==> src/rtl/o9_mem_pkg.sv <==
// Package o9_mem_pkg
// Shared defaults and enumerations for the fetch/load-store RAM arbiter.
//   DEF_ADDR_W        default RAM word-address width
//   DEF_DATA_W        default RAM word width
//   DEF_DEPTH         default number of implemented words
//   DEF_STARVE_LIMIT  default consecutive fetch losses before fetch is forced
//   state_t           arbiter FSM states
//   gnt_t             identity of the granted port
package o9_mem_pkg;

  localparam int DEF_ADDR_W       = 16;
  localparam int DEF_DATA_W       = 32;
  localparam int DEF_DEPTH        = 1024;
  localparam int DEF_STARVE_LIMIT = 3;

  typedef enum logic {
    IDLE   = 1'b0,
    ACCESS = 1'b1
  } state_t;

  typedef enum logic {
    GNT_F = 1'b0,
    GNT_D = 1'b1
  } gnt_t;

endpackage

==> src/rtl/o9_arb_prio.sv <==
// Module o9_arb_prio
// Picks the winner between the fetch and load/store ports. Load/store has
// priority unless fetch has lost STARVE_LIMIT consecutive contested grants,
// in which case an eligible fetch is forced to win.
// Ports:
//   clock       in  rising-edge clock
//   reset       in  asynchronous active-high reset (clears starve count)
//   f_elig      in  fetch request is eligible this cycle
//   d_elig      in  load/store request is eligible this cycle
//   grant_fire  in  a grant is being taken at the next edge
//   gnt_f       out fetch wins (combinational)
//   gnt_d       out load/store wins (combinational)
module o9_arb_prio
  import o9_mem_pkg::*;
#(
  parameter int STARVE_LIMIT = DEF_STARVE_LIMIT
) (
  input  logic clock,
  input  logic reset,
  input  logic f_elig,
  input  logic d_elig,
  input  logic grant_fire,
  output logic gnt_f,
  output logic gnt_d
);

  localparam int CW = $clog2(STARVE_LIMIT + 1);
  localparam logic [CW-1:0] LIMIT = CW'(STARVE_LIMIT);

  logic [CW-1:0] starve_reg;
  logic [CW-1:0] starve_next;
  logic          force_f;

  // Fetch is forced only when it is actually asking; otherwise d keeps priority.
  assign force_f = (starve_reg == LIMIT) && f_elig;
  assign gnt_d   = d_elig && !force_f;
  assign gnt_f   = f_elig && !gnt_d;

  always_comb begin
    starve_next = starve_reg;
    if (grant_fire) begin
      if (gnt_f) begin
        starve_next = '0;
      end else if (f_elig && gnt_d && (starve_reg != LIMIT)) begin
        starve_next = starve_reg + CW'(1);
      end
    end
  end

  always_ff @(posedge clock or posedge reset) begin
    if (reset) begin
      starve_reg <= '0;
    end else begin
      starve_reg <= starve_next;
    end
  end

endmodule

==> src/rtl/mem_arbiter_o9.sv <==
// Module mem_arbiter_o9
// Shares a single-port RAM between the CPU instruction-fetch port (f_*) and
// the load/store port (d_*). A request is granted in IDLE, latched, driven to
// the RAM for exactly one ACCESS cycle, and answered with a one-cycle ack plus
// registered read data.
// Ports:
//   clock, reset                 clock / asynchronous active-high reset
//   f_req, f_addr                fetch request and word address
//   f_ack, f_rdata, f_err        fetch completion pulse, data, out-of-range flag
//   d_req, d_we, d_addr, d_wdata load/store request, write enable, address, data
//   d_ack, d_rdata, d_err        load/store completion pulse, data, out-of-range flag
//   mem_address, mem_data        RAM address / write data
//   mem_wren                     RAM write enable
//   mem_q                        RAM read data (combinational from mem_address)
//   busy                         high during the ACCESS cycle
module mem_arbiter_o9
  import o9_mem_pkg::*;
#(
  parameter int ADDR_W       = DEF_ADDR_W,
  parameter int DATA_W       = DEF_DATA_W,
  parameter int DEPTH        = DEF_DEPTH,
  parameter int STARVE_LIMIT = DEF_STARVE_LIMIT
) (
  input  logic              clock,
  input  logic              reset,
  input  logic              f_req,
  input  logic [ADDR_W-1:0] f_addr,
  output logic              f_ack,
  output logic [DATA_W-1:0] f_rdata,
  output logic              f_err,
  input  logic              d_req,
  input  logic              d_we,
  input  logic [ADDR_W-1:0] d_addr,
  input  logic [DATA_W-1:0] d_wdata,
  output logic              d_ack,
  output logic [DATA_W-1:0] d_rdata,
  output logic              d_err,
  output logic [ADDR_W-1:0] mem_address,
  output logic [DATA_W-1:0] mem_data,
  output logic              mem_wren,
  input  logic [DATA_W-1:0] mem_q,
  output logic              busy
);

  // One extra bit so DEPTH == 2**ADDR_W is representable.
  localparam logic [ADDR_W:0] DEPTH_L = (ADDR_W + 1)'(DEPTH);

  state_t            state_reg;
  state_t            state_next;
  gnt_t              port_reg;
  logic [ADDR_W-1:0] addr_reg;
  logic              we_reg;
  logic [DATA_W-1:0] wdata_reg;

  logic f_elig;
  logic d_elig;
  logic gnt_f;
  logic gnt_d;
  logic grant_fire;
  logic in_range;

  // A port is not re-granted in the cycle its ack is showing, which is what
  // lets the other port slip in between back-to-back requests.
  assign f_elig     = f_req && !f_ack;
  assign d_elig     = d_req && !d_ack;
  assign grant_fire = (state_reg == IDLE) && (f_elig || d_elig);
  assign in_range   = {1'b0, addr_reg} < DEPTH_L;

  o9_arb_prio #(
    .STARVE_LIMIT(STARVE_LIMIT)
  ) u_prio (
    .clock      (clock),
    .reset      (reset),
    .f_elig     (f_elig),
    .d_elig     (d_elig),
    .grant_fire (grant_fire),
    .gnt_f      (gnt_f),
    .gnt_d      (gnt_d)
  );

  // FSM: IDLE -> ACCESS on a grant, ACCESS always lasts one cycle.
  always_comb begin
    state_next = state_reg;
    case (state_reg)
      IDLE:    if (grant_fire) state_next = ACCESS;
      ACCESS:  state_next = IDLE;
      default: state_next = IDLE;
    endcase
  end

  always_ff @(posedge clock or posedge reset) begin
    if (reset) begin
      state_reg <= IDLE;
    end else begin
      state_reg <= state_next;
    end
  end

  // Request latch: the winner's command is frozen at the grant edge, so later
  // changes on the request inputs cannot disturb the access in flight.
  always_ff @(posedge clock or posedge reset) begin
    if (reset) begin
      port_reg  <= GNT_F;
      addr_reg  <= '0;
      we_reg    <= 1'b0;
      wdata_reg <= '0;
    end else if (grant_fire) begin
      port_reg  <= gnt_f ? GNT_F : GNT_D;
      addr_reg  <= gnt_f ? f_addr : d_addr;
      we_reg    <= gnt_d && d_we;
      wdata_reg <= gnt_f ? '0 : d_wdata;
    end
  end

  // RAM drive. The address register only changes on a grant, so in IDLE the
  // RAM keeps seeing the last address. mem_wren is decoded from the state
  // register so an asynchronous reset kills a pending write immediately.
  assign busy        = (state_reg == ACCESS);
  assign mem_address = addr_reg;
  assign mem_data    = wdata_reg;
  assign mem_wren    = busy && we_reg && in_range;

  // Response registers, loaded at the edge that ends ACCESS.
  always_ff @(posedge clock or posedge reset) begin
    if (reset) begin
      f_ack   <= 1'b0;
      f_err   <= 1'b0;
      f_rdata <= '0;
      d_ack   <= 1'b0;
      d_err   <= 1'b0;
      d_rdata <= '0;
    end else begin
      f_ack <= 1'b0;
      f_err <= 1'b0;
      d_ack <= 1'b0;
      d_err <= 1'b0;
      if (state_reg == ACCESS) begin
        if (port_reg == GNT_F) begin
          f_ack   <= 1'b1;
          f_err   <= !in_range;
          f_rdata <= in_range ? mem_q : '0;
        end else begin
          d_ack   <= 1'b1;
          d_err   <= !in_range;
          d_rdata <= (in_range && !we_reg) ? mem_q : '0;
        end
      end
    end
  end

endmodule

==> config.mk <==
export PLATFORM = sky130hd
export DESIGN_NAME = mem_arbiter_o9
export DESIGN_NICKNAME = d
export VERILOG_FILES = /design/src/rtl/o9_mem_pkg.sv /design/src/rtl/o9_arb_prio.sv /design/src/rtl/mem_arbiter_o9.sv
export SDC_FILE = /design/constraint.sdc
export NUM_CORES = 1
export LEC_CHECK = 0
export BUFFER_PORTS_ARGS = -buffer_cell sky130_fd_sc_hd__buf_4
export CELL_PAD_IN_SITES_DETAIL_PLACEMENT = 1
export CELL_PAD_IN_SITES_GLOBAL_PLACEMENT = 1
export CORE_MARGIN = 4
export CORE_UTILIZATION = 36
export DETAILED_ROUTE_END_ITERATION = 10
export PLACE_DENSITY_LB_ADDON = 0.1
export SLEW_MARGIN = 20
export SYNTH_ARGS = -nofsm -noshare
export SYNTH_HDL_FRONTEND = slang
export SYNTH_SLANG_ARGS = --single-unit
==> constraint.sdc <==
create_clock -name clock -period 4 [get_ports clock]
set_input_delay 0.4 -clock clock [delete_from_list [all_inputs] [get_ports clock]]
set_output_delay 0.4 -clock clock [all_outputs]
set_load 0.02 [all_outputs]
# Word-level counts from Yosys, hierarchy flattened

Index checks and enable logic that the tools add are counted.

Add/subtract/negate cells: 1
Multipliers: 0
Div/mod/pow operators: 0
$lt $le $gt $ge: 1
Eq/ne operators: 2
Shift operators: 0
Muxes and demuxes: 17
Bitwise gates (word level): 2
Reduce and logical (&&, ||, !) cells: 23

Operators by type and width:

| operator               | number |
|---|---|
| $mux W32               | 3 |
| $lt A16 B11 Y1 const B | 1 |
| $mux W16               | 1 |
| $logic_and A1 B1 Y1    | 12 |
| $mux W1                | 10 |
| $logic_not A1 Y1       | 6 |
| $reduce_and A2 Y1      | 3 |
| $mux W2                | 2 |
| $add A2 B1 Y2 const B  | 1 |
| $eq A2 B2 Y1 const B   | 1 |
| $ne A2 B2 Y1 const B   | 1 |
| $not A1 Y1             | 2 |
| $pmux W1 S2            | 1 |
| $reduce_bool A2 Y1     | 1 |
| $logic_or A1 B1 Y1     | 1 |

Register bits: 121
Latch bits: 0
RAM bits: 0
ROM bits: 0
Input port bits: 101
Output and inout port bits: 118
Logic and storage cells: 58
Memories kept: 0

# Logic depth before layout (Yosys ltp)

Depth in word-level cells: 9
Mapped depth: 7
Gate-level depth less buffers: 4

# By module

Synthesis repeated with hierarchy kept, for this count alone.

Cells, all modules: 469
Area, all modules: 5360.1 um2

By module, submodules not included:

| module         | times used | cells each | area an instance (um2) | sequential area each (um2) |
|---|---|---|---|---|
| mem_arbiter_o9 | 1          | 458        | 5240.0                 | 2977.9 |
| o9_arb_prio    | 1          | 11         | 120.1                  | 50.0 |

# Worst setup path before layout

OpenSTA, ideal clock, no wires.

Path type: reg-to-output
Start: reg addr_reg[11] (netlist: mem_address[11])
End: out mem_wren
Data arrival time: 1.567 ns
Data required time: 3.600 ns
Slack: 2.033 ns
Stages on the path, launching flop included: 5
Buffers on the path: 1
Cells stage by stage: dfrtp_1 -> nor4_2 -> nand2_1 -> clkbuf_1 -> nor2_1

Word-level cells in the longest chain between the ends: 2

RTL lines:

| element                | line                  | RTL |
|---|---|---|
| start, declared        | mem_arbiter_o9.sv:51  | `logic [ADDR_W-1:0] addr_reg;` |
| start signal, assigned | mem_arbiter_o9.sv:109 | `addr_reg <= gnt_f ? f_addr : d_addr;` |
| $lt A16 B11 Y1         | mem_arbiter_o9.sv:67  | `assign in_range = {1'b0, addr_reg} < DEPTH_L;` |
| $logic_and A1 B1 Y1    | mem_arbiter_o9.sv:121 | `assign mem_wren = busy && we_reg && in_range;` |
| end, declared          | mem_arbiter_o9.sv:40  | `output logic mem_wren,` |

No other way between the ends.

# Worst setup path after layout

Start: reg d_ack
End: reg addr_reg[10] (netlist: mem_address[10])

Word-level cells in the longest chain between the ends: 6
Elaborated cells on any way between the ends: 8

RTL lines:

| element                 | line                  | RTL |
|---|---|---|
| start, declared         | mem_arbiter_o9.sv:35  | `output logic d_ack,` |
| start signal, assigned  | mem_arbiter_o9.sv:129 | `d_ack <= 1'b0;` |
| start signal, assigned  | mem_arbiter_o9.sv:135 | `d_ack <= 1'b0;` |
| start signal, assigned  | mem_arbiter_o9.sv:143 | `d_ack <= 1'b1;` |
| $logic_not A1 Y1 (*)    | mem_arbiter_o9.sv:65  | `assign d_elig = d_req && !d_ack;` |
| $logic_and A1 B1 Y1 (*) | mem_arbiter_o9.sv:65  |  |
| $logic_and A1 B1 Y1     | o9_arb_prio.sv:36     | `assign gnt_d = d_elig && !force_f;` |
| $logic_not A1 Y1        | o9_arb_prio.sv:37     | `assign gnt_f = f_elig && !gnt_d;` |
| $logic_and A1 B1 Y1     | o9_arb_prio.sv:37     |  |
| $mux W16                | mem_arbiter_o9.sv:109 |  |

Mark *: on every way between the ends. The rest lies on a longest branch, timed or not.
A chain may end at the register's enable or synchronous reset.

==> run summary <==
run status: complete, no violations
Max Cap Viol: 0
number of synthesized flops with an enable pin: 0
finished layout cell area: 0.00743 mm2
Syn Nets: 583
sequential area share after synthesis: 0.584
simple-gate share of the synthesized area: 0.138
yosys warns: 0
CTS Hold Buffers Added: 0
Clock transition at path regs: 0.05 ns
initial antenna violation count: 0
commonest cells after routing, fill and taps aside: buf_4, nand2_1, dfrtp_1
flop2flop setup slack: 1.63 ns
compound-cell area share of the yosys netlist: 0.226
Final Cycle Share: 0.594
Routed Antenna Nets: 0
largest family of logic cells by synthesized area: compound AO/OA/AOI/OAI gates
top_reg_cell synth: dfrtp_1
wire per inst: 19.5 um
TritonCTS clock tree: yes
# diodes: 0
Achievable Freq: 421 MHz
Final Util: 0.531
min Tclk post-route: 2.37 ns
CP Data Arrival Time: 2.65 ns
Yosys reg bits: 121
Power Total: 5310 uW
Max Root-Sink Buffers: 2
Post-Syn Area: 0.00519 mm2
Post-Synth Adder-Cell Area: 0.00241
Skew-Pair Late Insertion Delay: 0.41 ns
Gate Count Post-Synth: 481
Final Hold Vio Count: 0
root buf cell: clkbuf_16
PortBufs: 218
gpl congestion: 0.849
Critical R2R Launch: d_ack
relative slew slack: 0.279
DP HPWL: 11,700 um
Yosys cell types: 32
Yosys top cell by area: dfrtp_1
Die Span X: 128 um
die area: 0.0164 mm2
routed vias/inst: 5.28
Crit. End Element: register
commonest non-fill, non-tap cell in the layout: buf_4
fin nets: 788
DRC violations left: 0
Worst Path Required: 4.28 ns
Overall Global Routing Usage: 0.214
largest net degree at the start of global routing: 67
setup TNS: 0 ns
Post-Route WL: 17,100 um
share of cells above drive strength 1: 0.403
post-synthesis mux area share: 0
HP Class: in -> async
IR drop worst, VDD: 0.000296 V
Cell Area, Placed: 0.00690 mm2
vias after detailed routing: 4,619
worst clock skew: 0.00735 ns
RSZ-0062 raised after global routing: no
total CTS buffers: 17
Num Clock Sinks: 121
H-tree levels: 4
syn_area_per_cell: 10.8 um2
synth top area cells: dfrtp_1, nand2_1, o21ai_1
area share of the leading cell type in the synthesized netlist: 0.584
Cell Rows: 43
Post-Synth XOR/XNOR Area: 0
vias in the first global route: 5,085
worst-margin pin slew: 1.08 ns
Leakage: 0.00361 uW
P&R area growth vs syn: 43.1%
setup bufs post-CTS: 0
Core Region: 0.0140 mm2
PD cells: 715 mW/mm2
io pins: 219
RR Endpoint: mem_address[10]
die extent in y: 128 um
startpoint types: register
total global routing overflow: 0
crit path max fanout: 35
Max Slew Vio Count: 0
final setup fails: 0
Initial Util: 0.371
Synth async-reset ratio: 1.00
CTS resizes: 0
first-pass GRT wire length: 27,400 um
Iter 0 DRT Violations: 218
drt first pass iters: 4
FF-to-FF path depth: 5
CP Class: reg -> reg
## kinds of logic (layout without fill, tap and decap cells)
kind of cell | count (synthesis) | in the layout
AOI/OAI and AO/OA | 155 | 155
and+or+nand+nor | 159 | 159
adders and majority gates | 1 | 1
buffers and inverters | 45 | 259
DFF | 121 | 121
## through the flow
| step | setup slack (ns) | instances | hold WS [ns] |
|---|---|---|---|
| 5_1_grt | 1.40 | 875 | 0.195 |
| 6_report | 1.63 | 875 | 0.161 |
| 2_1_floorplan | 0.386 | 481 | 0.447 |
| 3_5_place_dp | 1.55 | 847 | 0.476 |
| 3_3_place_gp | 1.62 | 847 | 0.468 |
| 4_1_cts | 1.58 | 875 | 0.193 |
## critical path, cell delays in order (launching register included)
cell and delay (ns):
dfrtp_1 0.38, nand2b_1 0.85, a21o_1 0.20, buf_4 0.36
clkinv_4 0.26, a2bb2oi_1 0.18
## Yosys cell counts (2+ instances only)
cell type	n
nand2_1	131
dfrtp_1	121
o21ai_1	67
a22o_1	32
clkbuf_1	24
and3b_1	16
o21ai_0	15
a221oi_2	10
buf_6	10
a2bb2oi_2	9
a2bb2oi_1	7
a221oi_1	6
buf_2	6
a21oi_1	3
nand2b_1	3
nor2_1	3
a21o_1	2
inv_2	2
## worst max-delay path by stage
stage                                 end   from  cells past startpoint
after floorplan                      busy  reset                      1
after global placement     mem_address[9]  d_req                      6
after detailed placement   mem_address[8]  d_req                      6
after CTS                  mem_address[5]  d_ack                      5
after global routing       mem_address[5]  d_ack                      5
final                     mem_address[10]  d_ack                      5
## metal layers
layer  part of all wire  track usage
met1               0.42        0.277
met4              0.020       0.0730
met5                  0            0
met3              0.078       0.0725
met2               0.48        0.336
## layout make-up
cell class | instances | area [um2]
clock buffer | 25 | 515
clock inverter | 3 | 15.0
timing repair buffer | 227 | 1720
multi-input combinational | 315 | 1900
sequential | 121 | 3030
tap | 180 | 225
fill | 1557 | 6560
inverter | 4 | 22.5
## power by group
part / internal [uW] / switching, uW
registers: 1530 / 234
logic: 906 / 1260
clock network: 872 / 502
total: 3310 / 2000
Power figures use the tool's default switching activity.
